**src/rtl/eq_gain_loader_if.sv**
```systemverilog
// Gain RAM CPU write port as seen by the equalizer coefficient loader.
// The loader is the master; the gain RAM side is the slave.
interface eq_gain_loader_if;
  logic       eq_wr;
  logic       eq_wr_rst;
  logic [7:0] eq_gain_lsb;
  logic [7:0] eq_gain_msb;
  logic       wr_addr_zero;

  modport master (
    output eq_wr,
    output eq_wr_rst,
    output eq_gain_lsb,
    output eq_gain_msb,
    input  wr_addr_zero
  );

  modport slave (
    input  eq_wr,
    input  eq_wr_rst,
    input  eq_gain_lsb,
    input  eq_gain_msb,
    output wr_addr_zero
  );
endinterface

```
**src/rtl/eq_gain_loader.sv**
```systemverilog
// Shadow-bank equalizer gain loader: commits a snapshot into the gain RAM in one burst between frames.
// Optional macro EQ_GAIN_RAMP_EN: slew each gain by RAMP_STEP per frame until converged.
module eq_gain_loader #(
  parameter int          NUM_BANDS = 4,
  parameter logic [15:0] RAMP_STEP = 16'h0040
) (
  input  logic                      clk,
  input  logic                      reset,
  input  logic                      cpu_gain_wr,
  input  logic [3:0]                cpu_gain_sel,
  input  logic [15:0]               cpu_gain,
  input  logic                      commit,
  input  logic                      err_clr,
  input  logic                      eq_run_en,
  input  logic                      frame_start,
  input  logic                      frame_done,
  eq_gain_loader_if.master          ram,
  output logic                      busy,
  output logic                      done,
  output logic                      addr_err,
  output logic                      overrun_err
);

  typedef enum logic [2:0] {
    IDLE,
    ARMED,
    RST,
    CHECK,
    WRITE,
    GAP,
    DONE
  } state_t;

  localparam logic [4:0] NB   = 5'(NUM_BANDS);
  localparam logic [3:0] LAST = 4'(NUM_BANDS - 1);

  state_t      state_q, state_d;
  logic [15:0] shadow_q [16];
  logic [15:0] shadow_d [16];
  logic [15:0] snap_q   [16];
  logic [15:0] snap_d   [16];
  logic [3:0]  idx_q, idx_d;
  logic        pending_q, pending_d;
  logic        rearm_q, rearm_d;
  logic        wr_q, wr_d;
  logic        wr_rst_q, wr_rst_d;
  logic [15:0] gain_q, gain_d;
  logic        busy_q, busy_d;
  logic        done_q, done_d;
  logic        addr_err_q, addr_err_d;
  logic        ovr_q, ovr_d;
  logic        conv;
  logic [15:0] wval;

`ifdef EQ_GAIN_RAMP_EN
  localparam logic signed [16:0] STEP_P = {1'b0, RAMP_STEP};
  localparam logic signed [16:0] STEP_N = -STEP_P;

  logic [15:0]        cur_q [16];
  logic [15:0]        cur_d [16];
  logic signed [16:0] diff;
`endif

  always_comb begin
    state_d    = state_q;
    shadow_d   = shadow_q;
    snap_d     = snap_q;
    idx_d      = idx_q;
    pending_d  = pending_q;
    rearm_d    = rearm_q;
    addr_err_d = addr_err_q;
    ovr_d      = ovr_q;
    conv       = 1'b1;
    wval       = 16'h0000;
`ifdef EQ_GAIN_RAMP_EN
    cur_d      = cur_q;
    diff       = '0;
    for (int i = 0; i < NUM_BANDS; i++) begin
      if (cur_q[i[3:0]] != snap_q[i[3:0]]) conv = 1'b0;
    end
`endif

    if (cpu_gain_wr && ({1'b0, cpu_gain_sel} < NB))
      shadow_d[cpu_gain_sel] = cpu_gain;

    if (commit && state_q != IDLE) pending_d = 1'b1;

    // a fresh error event in the same cycle overrides the clear
    if (err_clr) begin
      addr_err_d = 1'b0;
      ovr_d      = 1'b0;
    end
    if (state_q == CHECK && !ram.wr_addr_zero) addr_err_d = 1'b1;
    if (frame_start && (state_q == RST || state_q == CHECK ||
                        state_q == WRITE || state_q == GAP))
      ovr_d = 1'b1;

    unique case (state_q)
      IDLE: begin
        if (commit || pending_q) begin
          snap_d    = shadow_d;
          pending_d = 1'b0;
          state_d   = ARMED;
        end
      end
      ARMED: begin
        if (!eq_run_en || (frame_done && !frame_start))
          state_d = RST;
      end
      RST:   state_d = CHECK;
      CHECK: begin
        idx_d   = 4'd0;
        state_d = WRITE;
      end
      WRITE: begin
`ifdef EQ_GAIN_RAMP_EN
        cur_d[idx_q] = gain_q;
`endif
        state_d = GAP;
      end
      GAP: begin
        if (idx_q == LAST) begin
          rearm_d = pending_q || commit || !conv;
          state_d = DONE;
        end else begin
          idx_d   = idx_q + 4'd1;
          state_d = WRITE;
        end
      end
      DONE: begin
        if (rearm_q) begin
          snap_d    = shadow_d;
          pending_d = 1'b0;
          state_d   = ARMED;
        end else begin
          state_d = IDLE;
        end
      end
      default: state_d = IDLE;
    endcase

`ifdef EQ_GAIN_RAMP_EN
    // move toward the target without overshoot
    diff = $signed({snap_q[idx_d][15], snap_q[idx_d]}) -
           $signed({cur_q[idx_d][15], cur_q[idx_d]});
    if (diff > STEP_P)      wval = cur_q[idx_d] + RAMP_STEP;
    else if (diff < STEP_N) wval = cur_q[idx_d] - RAMP_STEP;
    else                    wval = snap_q[idx_d];
`else
    wval = snap_q[idx_d];
`endif

    wr_rst_d = (state_d == RST);
    wr_d     = (state_d == WRITE);
    if (state_d == WRITE)    gain_d = wval;
    else if (state_d == GAP) gain_d = gain_q;
    else                     gain_d = 16'h0000;
    done_d = (state_d == DONE) && conv;
    busy_d = (state_d != IDLE) && !(state_d == DONE && !rearm_d);
  end

  always_ff @(posedge clk) begin
    if (reset) begin
      state_q    <= IDLE;
      shadow_q   <= '{default: '0};
      snap_q     <= '{default: '0};
      idx_q      <= 4'd0;
      pending_q  <= 1'b0;
      rearm_q    <= 1'b0;
      wr_q       <= 1'b0;
      wr_rst_q   <= 1'b0;
      gain_q     <= 16'h0000;
      busy_q     <= 1'b0;
      done_q     <= 1'b0;
      addr_err_q <= 1'b0;
      ovr_q      <= 1'b0;
`ifdef EQ_GAIN_RAMP_EN
      cur_q      <= '{default: '0};
`endif
    end else begin
      state_q    <= state_d;
      shadow_q   <= shadow_d;
      snap_q     <= snap_d;
      idx_q      <= idx_d;
      pending_q  <= pending_d;
      rearm_q    <= rearm_d;
      wr_q       <= wr_d;
      wr_rst_q   <= wr_rst_d;
      gain_q     <= gain_d;
      busy_q     <= busy_d;
      done_q     <= done_d;
      addr_err_q <= addr_err_d;
      ovr_q      <= ovr_d;
`ifdef EQ_GAIN_RAMP_EN
      cur_q      <= cur_d;
`endif
    end
  end

  assign ram.eq_wr       = wr_q;
  assign ram.eq_wr_rst   = wr_rst_q;
  assign ram.eq_gain_lsb = gain_q[7:0];
  assign ram.eq_gain_msb = gain_q[15:8];
  assign busy            = busy_q;
  assign done            = done_q;
  assign addr_err        = addr_err_q;
  assign overrun_err     = ovr_q;

endmodule
```
**src/flat_wrapper.sv**
```systemverilog
// flat-port wrapper written by rule: the top's interface ports become plain ports
module eq_gain_loader_flat 
#(
  parameter int          NUM_BANDS = 4,
  parameter logic [15:0] RAMP_STEP = 16'h0040
)
  (clk, reset, cpu_gain_wr, cpu_gain_sel, cpu_gain, commit, err_clr, eq_run_en, frame_start, frame_done, busy, done, addr_err, overrun_err, ram_eq_wr, ram_eq_wr_rst, ram_eq_gain_lsb, ram_eq_gain_msb, ram_wr_addr_zero);
  eq_gain_loader_if ram_i ();
  input  logic clk;
  input  logic reset;
  input  logic cpu_gain_wr;
  input  logic [3:0] cpu_gain_sel;
  input  logic [15:0] cpu_gain;
  input  logic commit;
  input  logic err_clr;
  input  logic eq_run_en;
  input  logic frame_start;
  input  logic frame_done;
  output logic busy;
  output logic done;
  output logic addr_err;
  output logic overrun_err;
  output wire logic [$bits(ram_i.eq_wr)-1:0] ram_eq_wr;
  output wire logic [$bits(ram_i.eq_wr_rst)-1:0] ram_eq_wr_rst;
  output wire logic [$bits(ram_i.eq_gain_lsb)-1:0] ram_eq_gain_lsb;
  output wire logic [$bits(ram_i.eq_gain_msb)-1:0] ram_eq_gain_msb;
  input wire logic [$bits(ram_i.wr_addr_zero)-1:0] ram_wr_addr_zero;
  assign ram_eq_wr = ram_i.eq_wr;
  assign ram_eq_wr_rst = ram_i.eq_wr_rst;
  assign ram_eq_gain_lsb = ram_i.eq_gain_lsb;
  assign ram_eq_gain_msb = ram_i.eq_gain_msb;
  assign ram_i.wr_addr_zero = ram_wr_addr_zero;
  eq_gain_loader #(.NUM_BANDS(NUM_BANDS), .RAMP_STEP(RAMP_STEP)) u_core (.clk(clk), .reset(reset), .cpu_gain_wr(cpu_gain_wr), .cpu_gain_sel(cpu_gain_sel), .cpu_gain(cpu_gain), .commit(commit), .err_clr(err_clr), .eq_run_en(eq_run_en), .frame_start(frame_start), .frame_done(frame_done), .ram(ram_i), .busy(busy), .done(done), .addr_err(addr_err), .overrun_err(overrun_err));
endmodule
```
**config.mk**
```make
export PLATFORM = sky130hd
export DESIGN_NAME = eq_gain_loader_flat
export DESIGN_NICKNAME = d
export VERILOG_FILES = /design/src/rtl/eq_gain_loader_if.sv /design/src/rtl/eq_gain_loader.sv /design/src/flat_wrapper.sv
export SDC_FILE = /design/constraint.sdc
export NUM_CORES = 1
export LEC_CHECK = 0
export ABC_CLOCK_PERIOD_IN_PS = 8100
export CAP_MARGIN = 30
export CORE_MARGIN = 4
export CORE_UTILIZATION = 43
export DETAILED_ROUTE_END_ITERATION = 12
export PLACE_DENSITY = 0.64
export SLEW_MARGIN = 20
export SYNTH_ARGS = -nofsm -noshare
export SYNTH_HDL_FRONTEND = slang
export SYNTH_SLANG_ARGS = --single-unit
```
**constraint.sdc**
```tcl
create_clock -name clk -period 8.1 [get_ports clk]
set_input_delay 1.215 -clock clk [delete_from_list [all_inputs] [get_ports clk]]
set_output_delay 1.215 -clock clk [all_outputs]
set_load 0.05 [all_outputs]
```
## Word level (Yosys, flattened, before mapping)

Cells that the tools add are included.

| storage, ports and cells | value |
|---|---|
| bits in latches | 0 |
| output and inout port bits | 22 |
| memories kept | 0 |
| register bits after elaboration | 543 |
| input bits | 29 |
| bits in writable memories | 0 |
| word-level logic and storage cells | 117 |
| ROM bits | 0 |

| operators by class | value |
|---|---|
| div/mod/pow operators | 0 |
| magnitude comparators | 4 |
| bitwise logic cells | 2 |
| add/subtract/negate cells | 1 |
| shift operators | 0 |
| equality and inequality tests | 14 |
| reductions and logical operators | 25 |
| multiply operators | 0 |
| multiplexer cells | 28 |

Operators by type and width:

| operator | count |
|---|---|
| 2-to-1 mux 256 bit | 3 |
| case mux 256 bit (2 select lines) | 1 |
| bitwise mux 256 bit | 1 |
| 2-to-1 mux 16 bit | 5 |
| binary-select mux 16 bit (select 4 bit) | 1 |
| demux 16 bit (select 4 bit) | 1 |
| case mux 3 bit (7 select lines) | 1 |
| == test 3 bit, second input constant | 6 |
| greater-or-equal comparator 5 bit, second input constant | 2 |
| NOT 4 -> 5 bit | 2 |
| == test 3 x 2 -> 1 bit, second input constant | 3 |
| 2-to-1 mux 1 bit | 9 |
| logical AND 1 bit | 8 |
| case mux 4 bit (2 select lines) | 1 |
| 2-to-1 mux 3 bit | 2 |
| != test 2 x 1 -> 1 bit, second input constant | 3 |
| nonzero test 2 bit | 3 |
| nonzero test 3 bit | 2 |
| logical NOT 1 bit | 5 |
| logical OR 1 bit | 5 |
| less-than comparator 5 x 1 -> 1 bit, second input constant | 1 |
| adder 4 x 1 -> 4 bit, second input constant | 1 |
| == test 4 x 2 -> 1 bit, second input constant | 1 |
| less-than comparator 4 x 3 -> 1 bit, second input constant | 1 |
| other kinds (6) | 6 |

## Depth between registers and ports, before layout

| logic depth | value |
|---|---|
| word-level depth | 9 |
| gate-level depth with buffers | 12 |
| depth with buffers taken out | 8 |

## Least setup slack after synthesis

No wires, ideal clock.

| timing path | value |
|---|---|
| path kind | input to register |
| start point | in cpu_gain_sel[3] |
| end point | reg u_core.snap_q[229] in the netlist's numbering |
| setup slack | 5170 ps |
| arrival time | 2792 ps |
| path buffers | 1 |
| setup time | 137 ps |
| stages on the path | 7 |
| required time | 7963 ps |
| cells stage by stage | nor2_1 -> and2_1 -> nand2_1 -> nor2_1 -> clkbuf_1 -> mux2i_1 -> a211oi_1 |

| on the way | value |
|---|---|
| word-level cells in the longest chain between the ends | 9 |
| elaborated cells between the ends (all ways) | 13 |
| those cells by class | 3 x order compare; 7 x mux; 1 x bitwise; 2 x reduce/logical |

RTL lines:

| what | RTL line | source |
|---|---|---|
| start: declaration | flat_wrapper.sv:12 | `input logic [3:0] cpu_gain_sel;` |
| NOT 4 -> 5 bit (not written as such) | eq_gain_loader.sv:84 | `shadow_d[cpu_gain_sel] = cpu_gain;` |
| greater-or-equal comparator 5 bit (not written as such) or less-than comparator 5 x 1 -> 1 bit (tied branches) | eq_gain_loader.sv:84 |  |
| logical AND 1 bit (not written as such) | eq_gain_loader.sv:84 |  |
| 2-to-1 mux 16 bit (not written as such) | eq_gain_loader.sv:84 |  |
| demux 16 bit (select 4 bit) | eq_gain_loader.sv:84 |  |
| bitwise mux 256 bit | eq_gain_loader.sv:84 |  |
| 2-to-1 mux 256 bit (*) | eq_gain_loader.sv:83 | `if (cpu_gain_wr && ({1'b0, cpu_gain_sel} < NB))` |
| 2-to-1 mux 256 bit, on equally long branches | eq_gain_loader.sv:131, eq_gain_loader.sv:100 |  |
| case mux 256 bit (2 select lines) (*) | eq_gain_loader.sv:98 | `unique case (state_q)` |
| end signal: assignment | eq_gain_loader.sv:183 | `snap_q <= snap_d;` |
| end: declaration | eq_gain_loader.sv:40 | `logic [15:0] snap_q [16];` |

Every way passes the cells marked *; elsewhere a longest branch is shown, timed or not. The select of a mux whose other input is x is not followed.
A chain may end at the register's enable or synchronous reset.

## Worst setup path after layout

| timing path | value |
|---|---|
| start point | reg u_core.idx_q[1] |
| end point | reg u_core.gain_q[8] |

| on the way | value |
|---|---|
| word-level cells in the longest chain between the ends | 8 |
| elaborated cells between the ends (all ways) | 14 |
| those cells by class | 1 x add/sub; 4 x eq/ne; 8 x mux; 1 x bitwise |

RTL lines:

| what | RTL line | source |
|---|---|---|
| start: declaration | eq_gain_loader.sv:42 | `logic [3:0] idx_q, idx_d;` |
| start signal: assignment | eq_gain_loader.sv:184 | `idx_q <= idx_d;` |
| adder 4 x 1 -> 4 bit or == test 4 x 2 -> 1 bit (tied branches) | eq_gain_loader.sv:126, eq_gain_loader.sv:122 |  |
| 2-to-1 mux 4 bit | eq_gain_loader.sv:122 | `if (idx_q == LAST) begin` |
| case mux 4 bit (2 select lines) | eq_gain_loader.sv:98 |  |
| NOT 4 -> 5 bit (not written as such) | eq_gain_loader.sv:150 | `wval = snap_q[idx_d];` |
| binary-select mux 16 bit (select 4 bit) | eq_gain_loader.sv:150 |  |
| 2-to-1 mux 16 bit (not written as such) (2 in series) | eq_gain_loader.sv:150 |  |
| 2-to-1 mux 16 bit | eq_gain_loader.sv:155 | `if (state_d == WRITE) gain_d = wval;` |
| end signal: assignment | eq_gain_loader.sv:189 | `gain_q <= gain_d;` |
| end: declaration | eq_gain_loader.sv:47 | `logic [15:0] gain_q, gain_d;` |

Several ways; a longest one is shown, not always the timed one. The select of a mux whose other input is x is not followed.

==> reports/summary.txt <==
Status = finished, final reports clean
First-pass GRT wire length = 86680 um
Setup crit end kind = register
Final antenna-violating net count = 0
CTS Buf Count = 56
Cell family with most CP delay = simple AND/OR/NAND/NOR gates
Stages on worst setup path = 10
Flop2flop setup slack = 3.29 ns
Mapped Area = 0.02090 mm2
Reg-to-reg critical path startpoint = u_core.idx_q[1]
FILL cells = 4411
CP cell instances = ha_1 > nor3b_4 > or3_2 > buf_4 > and2_1 > buf_4 > nand3_1 > a221oi_1 > nor4_1 > o21ai_1
Hold slack = 0.4419 ns
Endpoint, Worst Hold = u_core.snap_q[89]
Post-CTS setup buffer count = 0
H-Tree Depth = 2
Worst skew pair latency = 0.61 ns
Buf+Inv Stages, Crit Path = 2
Slew Limit Fails = 0
PostCTS Resize Cnt = 0
Final instance area = 0.02369 mm2
Layout Cells excl Fill = 2985
DIE AREA = 0.05219 mm2
Avg Inst Size Synth = 8.744 um2
GRT overflow = 0
Hold Path Stages = 2
Via density = 5.469
Startpoint type of the worst setup path = register
Cts-stage hold buffer count = 0
Vias after detailed routing = 16330
CP max stage delay = 0.83 ns
Hold Fails Final Rpt = 0
CP Class = register to register
Register area = 0.01087 mm2
Syn Inst Count = 2390
Crit path top cell by count = buf_4
DRT Wirelength = 54220 um
Cell with the largest stage delay on the worst path = dfxtp_1
FF-to-FF End = u_core.gain_q[8]
Maxcap violations = 0
Cell Area, Placed = 0.02162 mm2
IR drop worst, VDD = 0.1209 mV
Worst-path fanout max = 48
Hold_sp = u_core.shadow_q[89]
Port bufs = 50
Fmax = 207.9 MHz
FFs w/ async S/R, synth = 0
IO Count = 51
Placed cell count = 2878
Reg clk slew, reported paths = 0.06 ns
Pwr dens = 249.0 mW/mm2
Tmin final = 4.811 ns
CTS Sinks = 543
Number of synthesis warnings = 0
R2R depth = 10
Initial antenna violation count = 0
Die height = 228.5 um
GR Util All Layers = 0.2011
Layout Nets = 2355
P&R area growth vs syn = 13.34%
Largest net degree at the start of global routing = 241
WP data arrival = 5.35 ns
Die W = 228.5 um
# diodes = 0
Worst-Margin Slew = 1.122 ns
Syn Nets = 2420
Worst Path Required = 8.64 ns
Number of synthesized register bits = 543
Setup WS pre-CTS = 3.396 ns
Seq/Total Area, Yosys = 0.5202
Leak = 8.317 nW
Sum of negative setup slack = 0 ns
Final setup margin = 3.289 ns
Count of different cell masters after synthesis = 59
Starting Density = 0.4368
Number of synthesized flops with an enable pin = 0
RSZ-0062 raised after global routing = false
Clock Skew = 0.01321 ns
Row Count = 80
DP HPWL = 30920 um
Dominant synthesized flop cell = dfxtp_1
Endpoints failing setup = 0
Longest Clk Path Bufs = 3
Wire length per cell = 18.17 um
Worst rel slew slack = 0.2522
Hold Crit Class = register to register
Drt drc = 0
Placer congestion estimate = 0.8313
Initial DRC count = 1190
Final Cycle Share = 0.5940
Root Buffer = clkbuf_16
Drt pass-1 iters = 5
CTS tree = built
Share of cells above drive strength 1 = 0.06456
Core area = 0.04785 mm2
Vias in the first global route = 15520
Area of the multi-input gates = 0.009225 mm2
[flip-flops by register name (all words and copies together) (netlist names)]
signal,cells
u_core.shadow_q,256
u_core.snap_q,256
u_core.gain_q,16
u_core.idx_q,4
u_core.state_q,3
u_core.addr_err,1
u_core.busy,1
u_core.done,1
u_core.overrun_err,1
u_core.pending_q,1
u_core.ram.eq_wr,1
u_core.ram.eq_wr_rst,1
u_core.rearm_q,1
[worst max-delay path by stage]
stage | slack [ns] | startpoint | end
after CTS | 3.38 | u_core.idx_q[1] | u_core.gain_q[8]
after floorplan | 5.17 | cpu_gain_sel[3] | u_core.snap_q[229]
after detailed placement | 3.40 | u_core.idx_q[1] | u_core.gain_q[13]
after global placement | 3.58 | u_core.idx_q[1] | u_core.gain_q[13]
after global routing | 2.98 | u_core.idx_q[1] | u_core.gain_q[15]
final | 3.29 | u_core.idx_q[1] | u_core.gain_q[8]
[synthesized netlist by cell type, types with 4 or more instances]
cell	instances	area share
o22ai_1	36	0.011
clkbuf_1	153	0.027
a311oi_1	5	0.0021
nor2_1	158	0.028
and3_1	9	0.0027
buf_2	42	0.010
a221oi_1	13	0.0054
inv_1	6	0.0011
o32ai_1	8	0.0034
buf_4	7	0.0025
a21boi_0	69	0.025
a22oi_1	11	0.0040
nor2b_1	204	0.061
o21a_1	27	0.0097
nand2_1	440	0.079
o211ai_1	31	0.011
a21oi_1	249	0.060
nor4_1	14	0.0042
a211oi_1	106	0.038
mux2i_1	69	0.033
o211a_1	12	0.0057
and2_1	5	0.0015
o21ai_0	46	0.011
o21ai_1	17	0.0041
dfxtp_1	543	0.52
nand3_1	14	0.0034
nand3b_1	4	0.0014
a311o_1	4	0.0019
nor3_1	43	0.010
[worst min-delay path: cells and delay by family (launching register included)]
family,cells,cell delay [ns]
flip-flops,1,0.30
AND/OR/NAND/NOR,1,0.05
AO/OA/AOI/OAI,1,0.05
[cell families after synthesis]
family / count (synthesis) / synth area share
multiplexers: 73 / 0.03682
adder cells (fa/ha/maj): 1 / 0.0005986
AND/OR/NAND/NOR: 906 / 0.1978
flip-flops: 543 / 0.5202
buffers and inverters: 210 / 0.04185
AO/OA/AOI/OAI: 654 / 0.2015
XOR/XNOR: 3 / 0.001258
[where the power goes]
group | internal (mW) | switching, mW | total (mW)
Clock | 1.66 | 1.07 | 2.73
Sequential | 2.72 | 0.0410 | 2.76
Combinational | 0.105 | 0.302 | 0.407
Total | 4.48 | 1.41 | 5.90
[layout make-up]
class                           count  share of cell area
Tap cell                          615             0.03249
Clock buffer                       82             0.07095
Multi-Input combinational cell   1637              0.3895
Clock inverter                     21             0.01226
Sequential cell                   543              0.4591
Inverter                            6           0.0009509
Timing Repair Buffer               81             0.03476
[routing by layer]
layer	global-route usage	vias to the layer above	wire length, um
li1	-	8083	-
met5	0	-	0
met1	0.2794	7707	25510
met4	0.05358	0	1198
met3	0.03751	92	3029
met2	0.3236	444	24490
[cell usage in the layout, fill, tap and decap left out, types with 27 or more instances in the layout]
cell type	n
o211ai_1	31
nor2_1	157
o21ai_0	46
nand2_1	439
nor2b_1	204
a21oi_1	248
o21a_1	27
clkbuf_16	57
o22ai_1	35
mux2i_1	69
clkdlybuf4s50_1	49
nor3_1	42
a21boi_0	69
dfxtp_1	542
a211oi_1	105
[per-stage QoR]
step,utilization,power [mW]
finish,0.4950,5.897
floorplan,-,3.094
global route,0.4950,6.097
detailed placement,0.4520,3.225
CTS,0.4931,5.930
global placement,0.4520,3.219
Power figures use the tool's default switching activity.
